[config.mk]
export PLATFORM = sky130hd
export DESIGN_NAME = itrx_aib_phy_sync_filter
export DESIGN_NICKNAME = d
export VERILOG_FILES = /design/src/rtl/itrx_aib_phy_sync_filter_pkg.sv /design/src/rtl/itrx_aib_phy_bit_sync.sv /design/src/rtl/itrx_aib_phy_sync_filter.sv
export SDC_FILE = /design/constraint.sdc
export NUM_CORES = 1
export LEC_CHECK = 0
export CAP_MARGIN = 20
export CORE_ASPECT_RATIO = 1.1
export CORE_MARGIN = 5
export CORE_UTILIZATION = 28
export CTS_CLUSTER_DIAMETER = 60
export DETAILED_ROUTE_END_ITERATION = 8
export PLACE_DENSITY_LB_ADDON = 0.05
export SLEW_MARGIN = 20
export SYNTH_ARGS = -nofsm -noshare
export SYNTH_HDL_FRONTEND = slang
export SYNTH_SLANG_ARGS = --single-unit
[constraint.sdc]
create_clock -name clk -period 5.5 [get_ports clk]
set_input_delay 1.1 -clock clk [delete_from_list [all_inputs] [get_ports clk]]
set_output_delay 1.1 -clock clk [all_outputs]
set_load 0.02 [all_outputs]
[src/rtl/itrx_aib_phy_sync_filter_pkg.sv]
// Shared types for the AIB sync/debounce filter: FSM state encoding and run-counter width.
package itrx_aib_phy_sync_filter_pkg;

    typedef enum logic [1:0] {
        ST_LO  = 2'b00,
        CHK_HI = 2'b01,
        ST_HI  = 2'b11,
        CHK_LO = 2'b10
    } state_t;

    localparam int CNT_W = 16;

endpackage

[src/rtl/itrx_aib_phy_bit_sync.sv]
// Multi-flop level synchronizer; latency NUM_FLOPS cycles; no backpressure.
module itrx_aib_phy_bit_sync #(
    parameter int NUM_FLOPS = 2
) (
    input  logic clk,
    input  logic rst_n,
    input  logic i_d,
    output logic o_q
);

    logic [NUM_FLOPS-1:0] r_sync;

    always_ff @(posedge clk or negedge rst_n) begin
        if (!rst_n) begin
            r_sync <= '0;
        end else begin
            r_sync <= {r_sync[NUM_FLOPS-2:0], i_d};
        end
    end

    assign o_q = r_sync[NUM_FLOPS-1];

endmodule

[src/rtl/itrx_aib_phy_sync_filter.sv]
// Synchronize + debounce a single async level; commit after NUM_FLOPS+DEBOUNCE_CYCLES edges.
// Emits registered rise/fall pulses and a saturating count of rejected excursions; no backpressure.
module itrx_aib_phy_sync_filter
    import itrx_aib_phy_sync_filter_pkg::*;
#(
    parameter int NUM_FLOPS       = 2,
    parameter int DEBOUNCE_CYCLES = 8,
    parameter int GLITCH_W        = 8
) (
    input  logic                clk,
    input  logic                rst,
    input  logic                din,
    input  logic                glitch_clr,
    output logic                dout,
    output logic                rise_pls,
    output logic                fall_pls,
    output logic [GLITCH_W-1:0] glitch_cnt
);

    localparam logic [CNT_W-1:0]    LP_LAST = CNT_W'(DEBOUNCE_CYCLES - 1);
    localparam logic [CNT_W-1:0]    LP_ONE  = CNT_W'(1);
    localparam logic [GLITCH_W-1:0] LP_GMAX = '1;
    localparam logic [GLITCH_W-1:0] LP_G1   = GLITCH_W'(1);

    logic                w_s;
    state_t              r_state, w_state;
    logic [CNT_W-1:0]    r_cnt, w_cnt;
    logic                r_dout, w_dout;
    logic                r_rise, w_rise;
    logic                r_fall, w_fall;
    logic [GLITCH_W-1:0] r_gcnt, w_gcnt;
    logic                w_glitch;

    itrx_aib_phy_bit_sync #(
        .NUM_FLOPS (NUM_FLOPS)
    ) u_sync (
        .clk   (clk),
        .rst_n (~rst),
        .i_d   (din),
        .o_q   (w_s)
    );

    always_ff @(posedge clk or posedge rst) begin
        if (rst) begin
            r_state <= ST_LO;
            r_cnt   <= '0;
            r_dout  <= 1'b0;
            r_rise  <= 1'b0;
            r_fall  <= 1'b0;
            r_gcnt  <= '0;
        end else begin
            r_state <= w_state;
            r_cnt   <= w_cnt;
            r_dout  <= w_dout;
            r_rise  <= w_rise;
            r_fall  <= w_fall;
            r_gcnt  <= w_gcnt;
        end
    end

    // The stable-state sample counts as the first of the DEBOUNCE_CYCLES run.
    always_comb begin
        w_state  = r_state;
        w_cnt    = r_cnt;
        w_dout   = r_dout;
        w_rise   = 1'b0;
        w_fall   = 1'b0;
        w_glitch = 1'b0;
        case (r_state)
            ST_LO: begin
                if (w_s) begin
                    if (DEBOUNCE_CYCLES == 1) begin
                        w_state = ST_HI;
                        w_dout  = 1'b1;
                        w_rise  = 1'b1;
                    end else begin
                        w_state = CHK_HI;
                        w_cnt   = LP_ONE;
                    end
                end
            end
            CHK_HI: begin
                if (w_s) begin
                    if (r_cnt == LP_LAST) begin
                        w_state = ST_HI;
                        w_dout  = 1'b1;
                        w_rise  = 1'b1;
                    end else begin
                        w_cnt = r_cnt + LP_ONE;
                    end
                end else begin
                    w_state  = ST_LO;
                    w_glitch = 1'b1;
                end
            end
            ST_HI: begin
                if (!w_s) begin
                    if (DEBOUNCE_CYCLES == 1) begin
                        w_state = ST_LO;
                        w_dout  = 1'b0;
                        w_fall  = 1'b1;
                    end else begin
                        w_state = CHK_LO;
                        w_cnt   = LP_ONE;
                    end
                end
            end
            CHK_LO: begin
                if (!w_s) begin
                    if (r_cnt == LP_LAST) begin
                        w_state = ST_LO;
                        w_dout  = 1'b0;
                        w_fall  = 1'b1;
                    end else begin
                        w_cnt = r_cnt + LP_ONE;
                    end
                end else begin
                    w_state  = ST_HI;
                    w_glitch = 1'b1;
                end
            end
            default: begin
                w_state = ST_LO;
            end
        endcase
    end

    // Clear takes effect before a same-cycle increment.
    always_comb begin
        w_gcnt = r_gcnt;
        if (w_glitch) begin
            if (glitch_clr) begin
                w_gcnt = LP_G1;
            end else if (r_gcnt != LP_GMAX) begin
                w_gcnt = r_gcnt + LP_G1;
            end
        end else if (glitch_clr) begin
            w_gcnt = '0;
        end
    end

    assign dout       = r_dout;
    assign rise_pls   = r_rise;
    assign fall_pls   = r_fall;
    assign glitch_cnt = r_gcnt;

endmodule

==> results.rst, run 1 <==
.. list-table::
   :header-rows: 1

   * - Metric
     - Value
   * - # rows
     - 30
   * - Leading cell types by total area after synthesis
     - sky130_fd_sc_hd__dfrtp_1 44%, sky130_fd_sc_hd__ha_1 5.0%, sky130_fd_sc_hd__o21ai_0 4.6%
   * - Critical path startpoint category
     - register
   * - Final clock period utilization by the worst path
     - 44.74%
   * - Peak per-stage delay on the critical path
     - approximately 0.64 ns
   * - Cell breakdown of the critical path
     - clkdlybuf4s50_1
   * - Mean instance size in the synthesized netlist
     - ~9.5 µm²
   * - Post-CTS setup repair buffer count
     - 0
   * - Initial drt markers
     - 83
   * - Dominant cell type by area after synthesis
     - sky130_fd_sc_hd__dfrtp_1
   * - Detail-routed net length per standard cell
     - 15.17 µm
   * - Full die area
     - a little under 8000 µm²
   * - Post-Place Cells
     - ~270
   * - End point of the critical path
     - glitch_cnt[3]
   * - Vertical die dimension
     - between 90 and 100 µm
   * - Final setup TNS
     - 0 ns
   * - Peak ir drop on the vdd network
     - between 0.1 and 0.15 mV
   * - Post-synth top cells
     - 31 x sky130_fd_sc_hd__dfrtp_1, 16 x sky130_fd_sc_hd__nand2_1, 16 x sky130_fd_sc_hd__o21ai_0
   * - Yosys top cell area share
     - roughly 44%
   * - Count of final hold-check violations
     - 0
   * - Element type at the critical path end
     - output pin
   * - Count of yosys warnings during synthesis
     - 0
   * - Fraction of final layout cells with drive strength greater than 1
     - between 5 and 6%
   * - Worst Path Arrival
     - 1.36 ns
   * - Highest-delay cell along the critical path
     - sky130_fd_sc_hd__clkdlybuf4s50_1
   * - Number of antenna violations at the first check in global routing
     - 0
   * - Worst Path Max Fanout
     - 6
   * - Effective utilization at floorplan
     - 28.63%
   * - Synthesized instance count
     - around 190
   * - Number of levels the H-tree was split into
     - 2
   * - Overall routed net length
     - around 4.2 mm
   * - Cell internal pwr
     - 470.1 µW
   * - Post-place setup slack
     - 3.102 ns
   * - Number of max-cap violations
     - 0
   * - Post-synthesis sequential element count
     - 31
   * - Width of the die
     - 85.42 µm
   * - Clk network pwr share
     - a little over a fifth
   * - Vias in the first global route
     - 1,455
   * - Detailed-routing iteration count for the pre-antenna-repair pass
     - 4
   * - Antenna cells
     - 0
   * - Gate family responsible for the most delay along the worst path
     - buffers and inverters
   * - Crit Reg-Reg Endpoint
     - r_cnt[15]$_DFFE_PP0P_
   * - TritonCTS buffer count
     - 5
   * - Transition time at the pin with the least slew margin
     - around 1.1 ns
   * - Fmax
     - roughly 410 MHz
   * - Outcome
     - completed
   * - Per-cell via count in the routed design
     - approximately 5.3
   * - Syn nets
     - 196
   * - Most common cell in the synthesized netlist
     - sky130_fd_sc_hd__dfrtp_1
   * - Count of flip-flops with a built-in enable after synthesis
     - 0
   * - Register-to-register setup slack
     - around 3 ns
   * - Clk slew on worst S/H paths
     - 0.06 ns
   * - IO Pins
     - 15
   * - Combinational power share
     - between 40 and 50%
   * - Total of endpoints with negative setup slack in the final report
     - 0
   * - Clock sinks
     - 31
   * - Number of fill cells in the layout
     - between 600 and 700
   * - DP HPWL
     - just under 3 mm
   * - Crit path buf inv count
     - 1
   * - Cells resized by post-CTS repair
     - 0
   * - Number of cells traversed by the worst register-to-register path
     - 5
   * - Minimum setup slack in the final design
     - about 3 ns
   * - First element of the critical path
     - glitch_cnt[3]$_DFFE_PP0P_
   * - Core Box Area
     - between 6000 and 7000 µm²
   * - Vias
     - roughly 1,500
   * - Required time of the worst setup path
     - 4.40 ns
   * - Portion of total power attributed to sequential cells
     - a little over a third
   * - Leakage
     - slightly above 0.0008 µW
   * - Minimum period implied by the final worst setup slack
     - about 2.5 ns
   * - # hold bufs at CTS
     - 0
   * - Worst min path class
     - register to register
   * - Net switching power
     - between 300 and 400 µW
   * - Max transition margin
     - approximately 29%
   * - Unique masters post-synth
     - between 40 and 50
   * - Final net count
     - 210
   * - Instance count on the critical path
     - 1
   * - Clk buf depth
     - 2
   * - Antenna viol nets, final
     - 0
   * - Startpoint of the lowest-slack register-to-register path
     - r_state[1]$_DFFE_PP0P_
   * - First-pass GRT wire length
     - around 7 mm
   * - Maximum number of pins on one net before global-route repair
     - 32
   * - Most used flip-flop cell after synthesis
     - sky130_fd_sc_hd__dfrtp_1
   * - Clock tree skew after final layout
     - approximately 0.0053 ns
   * - Crit Path Category
     - register to output pin
   * - Post-Synthesis Cell Area
     - 1752 µm²
   * - Clock tree from TritonCTS
     - built
   * - Sequential-to-total area share from yosys stat
     - between 40 and 50%
   * - P&R area growth vs syn
     - 15.93%
   * - Unrepaired setup endpoints after global routing
     - no
   * - Weighted congestion at the end of routability-driven global placement
     - 0.7720
   * - Pins over their slew limit
     - 0
   * - Buffer type at the clock tree root
     - sky130_fd_sc_hd__clkbuf_8
   * - Total routing resource utilization after global routing
     - roughly 11%
   * - Number of port buffers
     - 14
   * - Fraction of power spent switching nets
     - around 40%
   * - Final instance count without filler cells
     - approximately 280
   * - Total congestion overflow
     - 0
   * - P per Cell Area
     - 389.7 nW/µm²
   * - Share of flip-flops with an asynchronous set or reset after synthesis
     - 100.0%
   * - Source-to-sink clock delay at the later pin of the worst-skew pair
     - roughly 0.28 ns
   * - DRC violation count after routing
     - 0
==> logic make-up (layout without fill, tap and decap cells) <==
kind of cell / count (synthesis) / count (layout) / share of synthesized area [%]
buffers and inverters: 15 / 28 / 4.071
adders and majority gates: 7 / 7 / 5.000
and+or+nand+nor: 69 / 69 / 21.00
AOI/OAI and AO/OA: 53 / 53 / 20.00
muxes: 8 / 8 / 4.643
DFF: 31 / 31 / 44.29
xor gates and xnor gates: 2 / 2 / 1.000
==> state kept, by name, indices dropped and copies added, names as in the netlist <==
name and cells:
u_sync.r_sync 2, dout 1, fall_pls 1, r_state 2
r_cnt 16, rise_pls 1, glitch_cnt 8
==> worst min path at each step <==
stage / startpoint / endpoint / slack, ns / cells after the start
final: u_sync.r_sync[0]$_DFF_PP0_ / u_sync.r_sync[1]$_DFF_PP0_ / 0.37 / 0
after detailed placement: u_sync.r_sync[0]$_DFF_PP0_ / u_sync.r_sync[1]$_DFF_PP0_ / 0.34 / 0
after global placement: u_sync.r_sync[0]$_DFF_PP0_ / u_sync.r_sync[1]$_DFF_PP0_ / 0.37 / 0
after global routing: u_sync.r_sync[0]$_DFF_PP0_ / u_sync.r_sync[1]$_DFF_PP0_ / 0.39 / 0
after floorplan: u_sync.r_sync[0]$_DFF_PP0_ / u_sync.r_sync[1]$_DFF_PP0_ / 0.33 / 0
after CTS: u_sync.r_sync[0]$_DFF_PP0_ / u_sync.r_sync[1]$_DFF_PP0_ / 0.37 / 0
==> stage by stage <==
stage	hold slack (ns)	utilization [%]	area, µm²	total power [µW]
floorplan	0.3312	-	1752	539.7
global placement	0.3700	32.00	1958	621.9
detailed placement	0.3363	32.00	1958	630.4
CTS	0.3736	33.19	2031	799.5
global route	0.3907	33.19	2031	857.5
finish	0.3697	33.19	2031	791.4
==> routing by layer <==
metal	track usage [%]	share of wire [%]
met2	19.49	50
met1	13.72	44
met5	0	0
met3	3.203	4.6
met4	3.958	1.5
==> cell usage in the layout, fill, tap and decap left out, types with 3 or more instances in the layout <==
cell type	n
sky130_fd_sc_hd__nor2_1	12
sky130_fd_sc_hd__o21ai_1	6
sky130_fd_sc_hd__mux2i_1	7
sky130_fd_sc_hd__and3_1	4
sky130_fd_sc_hd__and4_1	3
sky130_fd_sc_hd__a21oi_1	7
sky130_fd_sc_hd__o21ai_0	16
sky130_fd_sc_hd__a31oi_1	3
sky130_fd_sc_hd__nor3_1	4
sky130_fd_sc_hd__ha_1	7
sky130_fd_sc_hd__clkbuf_8	5
sky130_fd_sc_hd__dfrtp_1	31
sky130_fd_sc_hd__o31ai_1	7
sky130_fd_sc_hd__clkdlybuf4s50_1	14
sky130_fd_sc_hd__o41ai_1	3
sky130_fd_sc_hd__nand4_1	5
sky130_fd_sc_hd__nand2_1	16
sky130_fd_sc_hd__o21a_1	3
sky130_fd_sc_hd__nand3_1	10
sky130_fd_sc_hd__inv_1	6
==> area by class of cell <==
type                       count  area [µm²]  share of cell area (%)
timing repair buffer          16       155.1                   7.640
sequential                    31       775.7                   38.20
clock buffer                   6       72.57                   3.574
multi-input combinational    139       904.6                   44.55
tap                           80       100.1                   4.929
inverter                       6       22.52                   1.109
==> power by group through the flow <==
stage               registers (µW)  clock network, µW  logic, µW
global route                   293                181        384
finish                         288                165        338
global placement               290                  0        332
detailed placement             292                  0        338
CTS                            288                172        339
floorplan                      289                  0        251
Power figures use the tool's default switching activity.
==> inputs of run 2 (changes only) <==
Clock period 5.5 ns to 2.5 ns, I/O delays scaled along.
==> run 2 against run 1 <==
Effect of this change:
- setup slack worse by 2.6 ns
- cell count up 1.4%
- design area rose by 1.8%
- via count up 1.2%
- highest routed layer unchanged
- non-clock buffer count grew 3
- worst hold slack worse by 0.016 ns
==> results.rst, run 2 (synthesized netlist as in run 1, its figures left out) <==
.. list-table::
   :header-rows: 1

   * - Metric
     - Value
   * - Outcome
     - completed
   * - Gate family responsible for the most delay along the worst path
     - simple AND/OR/NAND/NOR gates
   * - Width of the die
     - 85.42 µm
   * - Fraction of final layout cells with drive strength greater than 1
     - approximately 7.4%
   * - Detail-routed net length per standard cell
     - roughly 15 µm
   * - Number of levels the H-tree was split into
     - 2
   * - Core Box Area
     - 6118 µm²
   * - Worst Path Max Fanout
     - 6
   * - Detailed-routing iteration count for the pre-antenna-repair pass
     - 4
   * - Final setup TNS
     - 0 ns
   * - Element type at the critical path end
     - register
   * - Source-to-sink clock delay at the later pin of the worst-skew pair
     - 0.28 ns
   * - Vias in the first global route
     - ~1,500
   * - Total congestion overflow
     - 0
   * - Worst Path Arrival
     - 2.21 ns
   * - Number of max-cap violations
     - 0
   * - Top library cells by usage in the layout, fill and taps aside
     - 31 x sky130_fd_sc_hd__dfrtp_1, 16 x sky130_fd_sc_hd__nand2_1, 16 x sky130_fd_sc_hd__o21ai_0
   * - Vias
     - around 1,500
   * - Effective utilization at floorplan
     - 28.63%
   * - Vertical die dimension
     - between 90 and 100 µm
   * - Leakage
     - roughly 0.00085 µW
   * - Final instance count without filler cells
     - roughly 280
   * - Antenna cells
     - 0
   * - Cells resized by post-CTS repair
     - 0
   * - DP HPWL
     - 2.911 mm
   * - Number of flip-flops in the largest register
     - 16
   * - Peak ir drop on the vdd network
     - between 0.3 and 0.4 mV
   * - Tightest hold margin
     - approximately 0.35 ns
   * - Clk slew on worst S/H paths
     - about 0.07 ns
   * - Commonest non-fill, non-tap cell in the layout
     - sky130_fd_sc_hd__dfrtp_1
   * - Cell internal pwr
     - between 1000 and 1500 µW
   * - Buffer type at the clock tree root
     - sky130_fd_sc_hd__clkbuf_8
   * - Minimum period implied by the final worst setup slack
     - between 2 and 2.5 ns
   * - Unrepaired setup endpoints after global routing
     - no
   * - Max transition margin
     - between 70% and 80%
   * - Clock tree from TritonCTS
     - built
   * - Worst min path class
     - register to register
   * - Crit path buf inv count
     - 1
   * - Fraction of power spent switching nets
     - 39.71%
   * - Full die area
     - between 7000 and 8000 µm²
   * - Pins over their slew limit
     - 0
   * - Number of antenna violations at the first check in global routing
     - 0
   * - Count of final hold-check violations
     - 0
   * - Number of port buffers
     - 14
   * - Maximum number of pins on one net before global-route repair
     - 32
   * - Cell breakdown of the critical path
     - inv_1 -> ha_1 -> mux2i_1 -> nand4b_1 -> or3_1 -> a21oi_1
   * - IO Pins
     - 15
   * - Register ranked first by flip-flop count
     - r_cnt
   * - Net switching power
     - 731.9 µW
   * - # hold bufs at CTS
     - 0
   * - # rows
     - 30
   * - Initial drt markers
     - 45
   * - Crit Path Category
     - register to register
   * - Weighted congestion at the end of routability-driven global placement
     - between 0.7 and 0.8
   * - Per-cell via count in the routed design
     - between 5 and 6
   * - P&R area growth vs syn
     - 18.07%
   * - Clock sinks
     - 31
   * - Final net count
     - ~210
   * - Total routing resource utilization after global routing
     - 11.41%
   * - Fmax
     - 496.9 MHz
   * - Post-CTS setup repair buffer count
     - 0
   * - Portion of total power attributed to sequential cells
     - approximately a third
   * - Total of endpoints with negative setup slack in the final report
     - 0
   * - TritonCTS buffer count
     - 5
   * - Highest-delay cell along the critical path
     - sky130_fd_sc_hd__dfrtp_1
   * - Clk buf depth
     - 2
   * - P per Cell Area
     - slightly below 900 nW/µm²
   * - DRC violation count after routing
     - 0
   * - First-pass GRT wire length
     - 7.127 mm
   * - Critical path startpoint category
     - register
   * - Clk network pwr share
     - 22.5%
   * - Clock tree skew after final layout
     - between 0.005 and 0.006 ns
   * - Peak per-stage delay on the critical path
     - between 0.4 and 0.5 ns
   * - Overall routed net length
     - between 4 and 5 mm
   * - Share of the core filled with cells
     - between 30% and 40%
   * - Required time of the worst setup path
     - ~2.7 ns
   * - Post-Place Cells
     - about 280
   * - Antenna viol nets, final
     - 0
   * - Transition time at the pin with the least slew margin
     - around 0.42 ns
   * - Combinational power share
     - between 40% and 50%
   * - Final Total Pwr
     - 1843 µW
   * - Final clock period utilization by the worst path
     - roughly four fifths
[run 2: final timing paths]
| kind | from | endpoint | slack (ns) | depth (start not counted) |
|---|---|---|---|---|
| worst min-delay path | u_sync.r_sync[0]$_DFF_PP0_ | u_sync.r_sync[1]$_DFF_PP0_ | 0.35 | 0 |
| worst min register to register | u_sync.r_sync[0]$_DFF_PP0_ | u_sync.r_sync[1]$_DFF_PP0_ | 0.35 | 0 |
| worst max register to register | r_state[1]$_DFFE_PP0P_ | glitch_cnt[5]$_DFFE_PP0P_ | 0.49 | 6 |
| min in group asynchronous | rst | u_sync.r_sync[1]$_DFF_PP0_ | 0.61 | 3 |
| worst max-delay path | r_state[1]$_DFFE_PP0P_ | glitch_cnt[5]$_DFFE_PP0P_ | 0.49 | 6 |
| max in group asynchronous | rst | r_cnt[0]$_DFFE_PP0P_ | 1.58 | 3 |
[run 2: area by class of cell]
class / count / area (µm²)
fill: 641 / 4050
multi-input combinational: 139 / 904.6
sequential: 31 / 775.7
timing repair buffer: 19 / 177.7
tap: 80 / 100.1
clock buffer: 6 / 82.58
inverter: 6 / 22.52
clock inverter: 1 / 5.005
[run 2: power groups by stage]
stage	registers, µW	logic (µW)	clock network (µW)
after floorplan	636	551	0
after global placement	641	790	0
after detailed placement	643	808	0
after CTS	636	808	428
after global routing	647	896	444
final	635	794	414
[run 2: metrics by stage]
step / setup WS (ns) / cell area (µm²)
after floorplan: 0.6567 / 1752
after global placement: 0.5827 / 1981
after detailed placement: 0.4751 / 1981
after CTS: 0.4617 / 2068
after global routing: 0.3186 / 2068
final: 0.4876 / 2068
[run 2: layer usage]
metal,track usage [%],wire [µm]
met1,13.61,1902
met2,19.75,1991
met3,2.491,181
met4,4.485,68
met5,0,0
